`src/rtl/elevator_call_scheduler.sv`:
```
// LOOK-sweep elevator call scheduler: latches hall/car calls, picks the next target,
// and sequences door dwell, emergency halt and peak-hour lobby parking.
//
// state     | meaning
// IDLE      | no motion; picks serve / sweep up / sweep down / parking
// MOVE_UP   | travelling up toward lowest pending floor above
// MOVE_DN   | travelling down toward highest pending floor below
// SERVE     | stopped with door open, dwell timer running
// PARK      | peak-hour return to the home floor
// HALT      | emergency stop or invalid car position
module elevator_call_scheduler #(
    parameter int          NUM_FLOORS   = 10,
    parameter int          DWELL_CYCLES = 50,
    parameter int          PARK_CYCLES  = 200,
    parameter logic [3:0]  HOME_FLOOR   = 4'd0
) (
    input  logic                  clk,
    input  logic                  reset,
    input  logic                  call_valid,
    input  logic [3:0]            call_floor,
    input  logic [3:0]            current_floor,
    input  logic                  weight_alert,
    input  logic                  emer_stop,
    input  logic                  peak_hour,
    output logic [3:0]            request_floor,
    output logic                  request_valid,
    output logic [1:0]            direction,
    output logic                  door_open,
    output logic [NUM_FLOORS-1:0] pending,
    output logic                  call_error
);

    typedef enum logic [2:0] {
        S_IDLE,
        S_MOVE_UP,
        S_MOVE_DN,
        S_SERVE,
        S_PARK,
        S_HALT
    } state_t;

    localparam logic [1:0] DIR_IDLE = 2'b00;
    localparam logic [1:0] DIR_UP   = 2'b01;
    localparam logic [1:0] DIR_DN   = 2'b10;

    localparam int DW = $clog2(DWELL_CYCLES + 1);
    localparam int PW = $clog2(PARK_CYCLES + 1);
    localparam logic [DW-1:0] DWELL_LOAD = DW'(DWELL_CYCLES - 1);
    localparam logic [PW-1:0] PARK_LAST  = PW'(PARK_CYCLES - 1);
    localparam logic [4:0]    NF5        = 5'(NUM_FLOORS);

    state_t                  state_q, state_d;
    logic [3:0]              req_q, req_d;
    logic                    valid_q, valid_d;
    logic [1:0]              dir_q, dir_d;
    logic                    door_q, door_d;
    logic [NUM_FLOORS-1:0]   pend_q, pend_d;
    logic                    err_q, err_d;
    logic [DW-1:0]           dwell_q, dwell_d;
    logic [PW-1:0]           park_q, park_d;

    logic                    floor_ok, call_in_range, call_reject, call_here, call_set;
    logic                    here_pending, any_above, any_below;
    logic [3:0]              lo_above, hi_below;
    logic [NUM_FLOORS-1:0]   call_bit, cur_bit;
    logic                    go_serve, go_up, go_dn, go_idle;

    assign floor_ok      = {1'b0, current_floor} < NF5;
    assign call_in_range = {1'b0, call_floor} < NF5;
    assign call_reject   = call_valid && (!call_in_range || state_q == S_HALT);
    // A call for the floor being served only extends the dwell.
    assign call_here     = call_valid && state_q == S_SERVE && call_floor == current_floor;
    assign call_set      = call_valid && call_in_range && state_q != S_HALT && !call_here;

    always_comb begin
        call_bit = '0;
        cur_bit  = '0;
        for (int i = 0; i < NUM_FLOORS; i++) begin
            call_bit[i] = call_set && (call_floor == 4'(i));
            cur_bit[i]  = (current_floor == 4'(i));
        end
    end

    assign here_pending = |(pend_q & cur_bit);

    always_comb begin
        any_above = 1'b0;
        any_below = 1'b0;
        lo_above  = '0;
        hi_below  = '0;
        for (int i = NUM_FLOORS - 1; i >= 0; i--) begin
            if (pend_q[i] && 4'(i) > current_floor) begin
                any_above = 1'b1;
                lo_above  = 4'(i);
            end
        end
        for (int i = 0; i < NUM_FLOORS; i++) begin
            if (pend_q[i] && 4'(i) < current_floor) begin
                any_below = 1'b1;
                hi_below  = 4'(i);
            end
        end
    end

    always_comb begin
        state_d  = state_q;
        req_d    = req_q;
        valid_d  = valid_q;
        dir_d    = dir_q;
        door_d   = door_q;
        dwell_d  = dwell_q;
        park_d   = '0;
        pend_d   = pend_q | call_bit;
        err_d    = call_reject;
        go_serve = 1'b0;
        go_up    = 1'b0;
        go_dn    = 1'b0;
        go_idle  = 1'b0;

        if (emer_stop || !floor_ok) begin
            state_d = S_HALT;
            valid_d = 1'b0;
            door_d  = 1'b0;
            dir_d   = DIR_IDLE;
            dwell_d = '0;
        end else begin
            unique case (state_q)
                S_IDLE: begin
                    if (here_pending)      go_serve = 1'b1;
                    else if (any_above)    go_up    = 1'b1;
                    else if (any_below)    go_dn    = 1'b1;
                    else if (pend_q == '0 && peak_hour) begin
                        if (park_q == PARK_LAST) begin
                            if (current_floor != HOME_FLOOR) begin
                                state_d = S_PARK;
                                req_d   = HOME_FLOOR;
                                valid_d = 1'b1;
                                dir_d   = (HOME_FLOOR > current_floor) ? DIR_UP : DIR_DN;
                            end
                        end else begin
                            park_d = park_q + 1'b1;
                        end
                    end
                end
                S_MOVE_UP: begin
                    if (current_floor == req_q) go_serve = 1'b1;
                    else if (!any_above)        go_idle  = 1'b1;
                    else                        req_d    = lo_above;
                end
                S_MOVE_DN: begin
                    if (current_floor == req_q) go_serve = 1'b1;
                    else if (!any_below)        go_idle  = 1'b1;
                    else                        req_d    = hi_below;
                end
                S_SERVE: begin
                    if (call_here) begin
                        dwell_d = DWELL_LOAD;
                    end else if (weight_alert) begin
                        dwell_d = dwell_q;
                    end else if (dwell_q != '0) begin
                        dwell_d = dwell_q - 1'b1;
                    end else if (dir_q == DIR_DN) begin
                        if (any_below)      go_dn   = 1'b1;
                        else if (any_above) go_up   = 1'b1;
                        else                go_idle = 1'b1;
                    end else begin
                        if (any_above)      go_up   = 1'b1;
                        else if (any_below) go_dn   = 1'b1;
                        else                go_idle = 1'b1;
                    end
                end
                S_PARK: begin
                    if (pend_q != '0 || current_floor == HOME_FLOOR) go_idle = 1'b1;
                end
                S_HALT: begin
                    go_idle = 1'b1;
                    dwell_d = '0;
                end
                default: go_idle = 1'b1;
            endcase

            if (go_serve) begin
                state_d = S_SERVE;
                valid_d = 1'b0;
                door_d  = 1'b1;
                dwell_d = DWELL_LOAD;
                pend_d  = pend_d & ~cur_bit;
            end
            if (go_up) begin
                state_d = S_MOVE_UP;
                req_d   = lo_above;
                valid_d = 1'b1;
                dir_d   = DIR_UP;
                door_d  = 1'b0;
            end
            if (go_dn) begin
                state_d = S_MOVE_DN;
                req_d   = hi_below;
                valid_d = 1'b1;
                dir_d   = DIR_DN;
                door_d  = 1'b0;
            end
            if (go_idle) begin
                state_d = S_IDLE;
                valid_d = 1'b0;
                dir_d   = DIR_IDLE;
                door_d  = 1'b0;
            end
        end
    end

    always_ff @(posedge clk) begin
        if (reset) begin
            state_q <= S_IDLE;
            req_q   <= '0;
            valid_q <= 1'b0;
            dir_q   <= DIR_IDLE;
            door_q  <= 1'b0;
            pend_q  <= '0;
            err_q   <= 1'b0;
            dwell_q <= '0;
            park_q  <= '0;
        end else begin
            state_q <= state_d;
            req_q   <= req_d;
            valid_q <= valid_d;
            dir_q   <= dir_d;
            door_q  <= door_d;
            pend_q  <= pend_d;
            err_q   <= err_d;
            dwell_q <= dwell_d;
            park_q  <= park_d;
        end
    end

    assign request_floor = req_q;
    assign request_valid = valid_q;
    assign direction     = dir_q;
    assign door_open     = door_q;
    assign pending       = pend_q;
    assign call_error    = err_q;

endmodule

```
`config.mk`:
```
export PLATFORM = sky130hd
export DESIGN_NAME = elevator_call_scheduler
export DESIGN_NICKNAME = d
export VERILOG_FILES = /design/src/rtl/elevator_call_scheduler.sv
export SDC_FILE = /design/constraint.sdc
export NUM_CORES = 1
export LEC_CHECK = 0
export CAP_MARGIN = 20
export CORE_AREA = 3 3 75 77
export DETAILED_ROUTE_END_ITERATION = 6
export DIE_AREA = 0 0 78 80
export GPL_ROUTABILITY_DRIVEN = 0
export HOLD_SLACK_MARGIN = 0.02
export PLACE_DENSITY_LB_ADDON = 0.08
export SETUP_SLACK_MARGIN = 0.1
export SYNTH_ARGS = -nofsm -noshare
export SYNTH_HDL_FRONTEND = slang
export SYNTH_SLANG_ARGS = --single-unit
```
`constraint.sdc`:
```
create_clock -name clk -period 2.7 [get_ports clk]
set_input_delay 0.54 -clock clk [delete_from_list [all_inputs] [get_ports clk]]
set_output_delay 0.54 -clock clk [all_outputs]
set_load 0.02 [all_outputs]
```
==> results of run 1 <==
final cells by class:
class / count / area (sq um) / share of cell area
clock buffers: 7 / 86.3 / 0.0223
multi-input cells: 284 / 2070 / 0.534
well taps: 70 / 87.6 / 0.0226
repair buffers: 98 / 848 / 0.219
flip-flops and latches: 36 / 721 / 0.186
clock inverters: 1 / 7.51 / 0.00194
inverters: 14 / 52.6 / 0.0136
path summary, 6_finish.rpt:
check,from,cells after the start,slack (ps),to
worst max-delay path,current_floor[3],10,180,door_open
worst min-delay path,park_q[0],1,450,park_q[0]
worst max register to register,dwell_q[0],9,260,request_floor[3]
worst min register to register,park_q[0],1,450,park_q[0]
power groups by stage:
stage | sequential, mW | combinational (mW) | clock, mW
after global routing | 0.556 | 0.401 | 0.434
after global placement | 0.565 | 0.335 | 0
after floorplan | 0.567 | 0.204 | 0
after CTS | 0.553 | 0.358 | 0.414
after detailed placement | 0.566 | 0.342 | 0
final | 0.554 | 0.374 | 0.405
stage by stage:
| step | setup WS (ps) | TNS [ps] | total power [mW] | hold WS, ps | util |
|---|---|---|---|---|---|
| 6_report | 180 | 0 | 1.33 | 449 | 0.762 |
| 5_1_grt | 106 | 0 | 1.39 | 494 | 0.762 |
| 4_1_cts | 124 | 0 | 1.33 | 453 | 0.750 |
| 3_5_place_dp | -277 | -4690 | 0.907 | 444 | 0.715 |
| 3_3_place_gp | -224 | -3600 | 0.901 | 426 | 0.715 |
| 2_1_floorplan | 317 | 0 | 0.771 | 413 | - |
metal layers:
metal,wire length (microns),track usage,up-vias
li1,-,-,1511
met1,3660,0.331,1478
met2,4300,0.507,117
met3,488,0.0463,30
met4,239,0.0962,0
met5,0,0,-
cells in the mapped netlist (5+ instances only):
| library cell | count |
|---|---|
| nor2_1 | 34 |
| o31ai_1 | 8 |
| mux2i_1 | 6 |
| nand2_1 | 21 |
| or4_1 | 5 |
| nand2b_1 | 6 |
| nand3_1 | 12 |
| nor4_1 | 6 |
| a31oi_1 | 5 |
| buf_2 | 5 |
| nor2b_1 | 9 |
| a21oi_1 | 25 |
| inv_1 | 13 |
| and3_1 | 6 |
| a211oi_1 | 11 |
| o21ai_0 | 13 |
| clkbuf_1 | 6 |
| dfxtp_1 | 36 |
| xor2_1 | 7 |
| xnor2_1 | 10 |
| nor3_1 | 10 |
flip-flops by register name, summed over array words and instances, names as in the netlist:
signal,flops
direction,2
request_valid,1
request_floor,4
door_open,1
dwell_q,6
pending,10
state_q,3
call_error,1
park_q,8
timing repair:
action | CTS | global route
gates resized for setup | 18 | 11
gates cloned | 0 | 1
pin swaps | 8 | 6
setup endpoints to repair | 8 | 24
hold buffers | 0 | 0
setup buffers | 2 | 0
kinds of logic after synthesis:
| logic type | Yosys count | share of synthesized area |
|---|---|---|
| DFF | 36 | 0.254 |
| buffers and inverters | 33 | 0.0595 |
| and+or+nand+nor | 145 | 0.295 |
| adders and majority gates | 2 | 0.00881 |
| muxes | 8 | 0.0291 |
| xor gates and xnor gates | 17 | 0.0524 |
| AOI/OAI and AO/OA | 112 | 0.301 |
critical path, stage by stage:
cell and delay [ps]:
dlygate4sd2_1 250, buf_6 130, or4_4 550, o211ai_4 240, nor4_2 90, a31o_1 220
buf_4 140, a31oi_4 200, nand3_2 100, nor4_1 260
==> metrics.cfg, run 1 <==
[yosys]
ys_top_cells_by_area = dfxtp_1, nor2_1, a21oi_1, xnor2_1, a211oi_1
synth_top_area_frac = 0.254
yosysSeqAreaShare = 0.254
avgSynthCellArea_sq_um = 8.04
synth-seq-cells = 36
synth_fp_nets = 369
yosys_warnings = 0
netlist_area_sq_mm = 0.00284
synth-async-reset-ratio = 0
synth_cell_types = 85
synth_top_cell_by_area = dfxtp_1
synth_flop_cell = dfxtp_1
synth_cells = 353
synth-edff-count = 0

[clock_tree]
htree_levels = 2
cts_inserted_buffers = 5
cts_tree = done
worst_skew_pair.late_latency_ps = 290
clkSinkCount = 36
clockRootBuffer = clkbuf_8
cts.clk_slew.worst_paths_ps = 70
cts_buffer_depth = 2

[detailed_routing]
drt_wl_total_microns = 8690
vias = 3136
first_pass_iters = 5
wl_per_cell_microns = 17.0
drt_iter0_drc = 247
via_per_inst = 6.15
drtAntennaViolNets = 0
drc = 0

[sta]
layout_min_cycle_time_ps = 2520
setup_viol = 0
min_period_over_period = 0.933
rsz0062_at_grt = false
max_clock_freq_mhz = 397
finalHoldViolations = 0
slew_headroom = 0.583
tightestPinTransition_ps = 620
final_max_slew_viol_count = 0
skew_ps = 7.33

[global_route]
antenna_found_initial = 0
grt_max_degree = 16
grt_pass1_wl_microns = 14100
track_usage = 0.279
grt_pass1_vias = 3020
grt_overflow = 0

[finish]
synthToLayoutAreaGrowth_pct = 36.3
final_common_cell = buf_4
layout_common_cells = buf_4, dfxtp_1, nor2_1, clkdlybuf4s50_1, a21oi_1
nFillCells = 416
drive_gt1_frac = 0.266
stdcell_count = 510
n_antenna_cell = 0
nets = 455
postLayoutCellArea_sq_mm = 0.00387

[power]
power.density_mw_per_mm2 = 345
leakagePower_nw = 1.51
vdd_ir_drop_max_uv = 209
p_sw_uw = 409
intPower_uw = 924
power_frac_seq = 0.416
p_sw_frac = 0.307
pwr-share-clk = 0.304
comb_power_share = 0.280

[setup_path]
worstSetupStartpointType = input port
worstPathRequired_ps = 2900
critPathCaptureType = flip-flop
cp_max_fo = 7
crit_arrival_ps = 2720
critical_path_class = in2reg

[die]
io_pins = 33
core_region_area_sq_mm = 0.00507
start_util = 0.559
die-area_sq_mm = 0.00624
die_y_microns = 80
fp-row-count = 26
die_w_microns = 78

[placed_design]
dpl_cell_area_sq_mm = 0.00363
hpwl_microns = 6370
numPortBuffers = 32
dp.cells = 499

[flow_run]
cap_viol_max_count = 0

[worst_hold_path]
hold_path_class = reg2reg

[outcome]
status = completed

Note: power is estimated with default switching activity, not from simulation.
==> inputs of run 2 (changes only) <==
--- a/config.mk
+++ b/config.mk
@@ -6,9 +6,10 @@
 export NUM_CORES = 1
 export LEC_CHECK = 0
 export CAP_MARGIN = 20
-export CORE_AREA = 3 3 75 77
+export CORE_AREA = 2 2 74 76
+export CTS_CLUSTER_SIZE = 24
 export DETAILED_ROUTE_END_ITERATION = 6
-export DIE_AREA = 0 0 78 80
+export DIE_AREA = 0 0 76 78
 export GPL_ROUTABILITY_DRIVEN = 0
 export HOLD_SLACK_MARGIN = 0.02
 export PLACE_DENSITY_LB_ADDON = 0.08
==> metrics.cfg, run 2 (synthesized netlist as in run 1, its figures left out) <==
[setup_path]
critPathCaptureType = flip-flop
worstPathRequired_ps = 2920  ; +20 ps
worstSetupStartpointType = input port
cp_max_fo = 10  ; +3
critical_path_class = in2reg
crit_arrival_ps = 2800  ; +80 ps

[clock_tree]
cts_inserted_buffers = 5  ; unchanged
cts_buffer_depth = 2  ; unchanged
worst_skew_pair.late_latency_ps = 290  ; about the same
cts_tree = done
clkSinkCount = 36  ; unchanged
cts.clk_slew.worst_paths_ps = 70  ; about the same
htree_levels = 2  ; unchanged
cts_hold_buffers = 0  ; unchanged
clockRootBuffer = clkbuf_8

[power]
power.density_mw_per_mm2 = 331  ; -3.8%
p_sw_frac = 0.312  ; +0.00464
power_frac_seq = 0.424  ; +0.008
p_sw_uw = 408  ; -0.42%
pwr-share-clk = 0.280  ; -0.024
intPower_uw = 900  ; -2.6%
vdd_ir_drop_max_uv = 255  ; +22%
leakagePower_nw = 1.54  ; +2.1%
comb_power_share = 0.296  ; +0.016

[finish]
drive_gt1_frac = 0.270  ; +0.00375
largest_reg_flops = 10  ; unchanged
postLayoutCellArea_sq_mm = 0.00395  ; +2.0%
nFillCells = 360  ; -13%
n_antenna_cell = 0  ; unchanged
final_common_cell = buf_4
synthToLayoutAreaGrowth_pct = 39.0
layout_common_cells = buf_4, dfxtp_1, nor2_1, clkdlybuf4s50_1, a21oi_1
nets = 461  ; +1.3%

[global_route]
grtUsageMet1 = 0.356  ; +0.0241
grt.met2_usage = 0.526  ; +0.0190
grt_pass1_vias = 3018  ; -0.066%
use_met3 = 0.0453  ; -0.000927
track_usage = 0.300  ; +0.0209
antenna_found_initial = 0  ; unchanged
grt_pass1_wl_microns = 14400  ; +2.1%
grt_max_degree = 18  ; +2
top_usage_layer = met2
grt_overflow = 0  ; unchanged

[detailed_routing]
drt_wl_total_microns = 9010  ; +3.7%
drtAntennaViolNets = 0  ; unchanged
vias = 3219  ; +2.6%
wl_per_cell_microns = 17.5  ; +2.7%
via_per_inst = 6.25  ; +1.7%
drt_iter0_drc = 270  ; +9.3%
first_pass_iters = 5  ; unchanged
drc = 0  ; unchanged

[sta]
rsz0062_at_grt = true
tightestPinTransition_ps = 519  ; -101 ps
slew_headroom = 0.651  ; +0.0682
final_max_slew_viol_count = 0  ; unchanged
max_clock_freq_mhz = 387  ; -2.4%
timing.hold.ws_ps = 444  ; -5.52 ps
setup_viol = 0  ; unchanged
finalHoldViolations = 0  ; unchanged
min_period_over_period = 0.956  ; +0.0232
skew_ps = 9.50  ; +2.16 ps
layout_min_cycle_time_ps = 2580  ; +62.6 ps

[worst_hold_path]
hold_path_class = reg2reg

[die]
die_w_microns = 76  ; -2.6%
core_region_area_sq_mm = 0.00504  ; -0.64%
io_pins = 33  ; unchanged
die_y_microns = 78  ; -2.5%
fp-row-count = 26  ; unchanged
die-area_sq_mm = 0.00593  ; -5.0%
start_util = 0.563  ; +0.00361

[flow_run]
cap_viol_max_count = 0  ; unchanged

[outcome]
status = completed

[placed_design]
numPortBuffers = 32  ; unchanged
hpwl_microns = 6350  ; -0.36%
dpl_cell_area_sq_mm = 0.00364  ; +0.21%

## run 2: layer usage
| metal | up-vias | part of all wire |
|---|---|---|
| met4 | 0 | 0.039 |
| li1 | 1513 | - |
| met2 | 143 | 0.49 |
| met3 | 33 | 0.060 |
| met5 | - | 0 |
| met1 | 1530 | 0.41 |
## run 2: repair_timing
action                                  4_1_cts  5_1_grt
endpoints found under the setup margin       19       12
hold endpoints to repair                      0        0
gates cloned                                  1        0
pin swaps                                    17        1
setup buffers                                 6        1
resized for setup                            20        8
## run 2: final cells by class
class                      count  area (sq um)  share of cell area
sequential                    36           721               0.183
multi-input combinational    284          2080               0.528
clock buffer                   6          72.6              0.0184
timing repair buffer         104           923               0.234
clock inverter                 1          5.00             0.00127
tap                           70          87.6              0.0222
inverter                      14          52.6              0.0133
## run 2: worst paths after layout
check	from	end	slack, ps	cells after the start
setup / recovery	current_floor[3]	request_floor[2]	120	9
hold / removal	park_q[0]	park_q[0]	440	1
setup reg to reg	dwell_q[0]	request_floor[2]	220	10
hold reg to reg	park_q[0]	park_q[0]	440	1
## run 2: worst max-delay path, cell delays in order
cell and delay [ps]:
dlygate4sd2_1 350, buf_4 230, or4_1 530, o2111ai_4 140, o32a_4 230, a21oi_4 80
buf_4 160, o31ai_4 310, mux2i_1 240
## run 2: through the flow
stage               utilization  setup TNS (ps)  std cells  total power, mW  setup WS (ps)
floorplan                     -               0        353            0.771            317
global placement          0.721           -5450        500            0.901           -321
global route              0.782               0        515             1.35           58.4
finish                    0.782               0        515             1.31            118
detailed placement        0.721           -6100        500            0.907           -335
CTS                       0.772               0        514             1.29            203
## run 2: power groups by stage
stage / Clock [mW] / Combinational [mW] / Sequential (mW)
global route: 0.384 / 0.412 / 0.555
detailed placement: 0 / 0.341 / 0.566
CTS: 0.367 / 0.370 / 0.554
finish: 0.366 / 0.388 / 0.554
global placement: 0 / 0.336 / 0.565
floorplan: 0 / 0.204 / 0.567
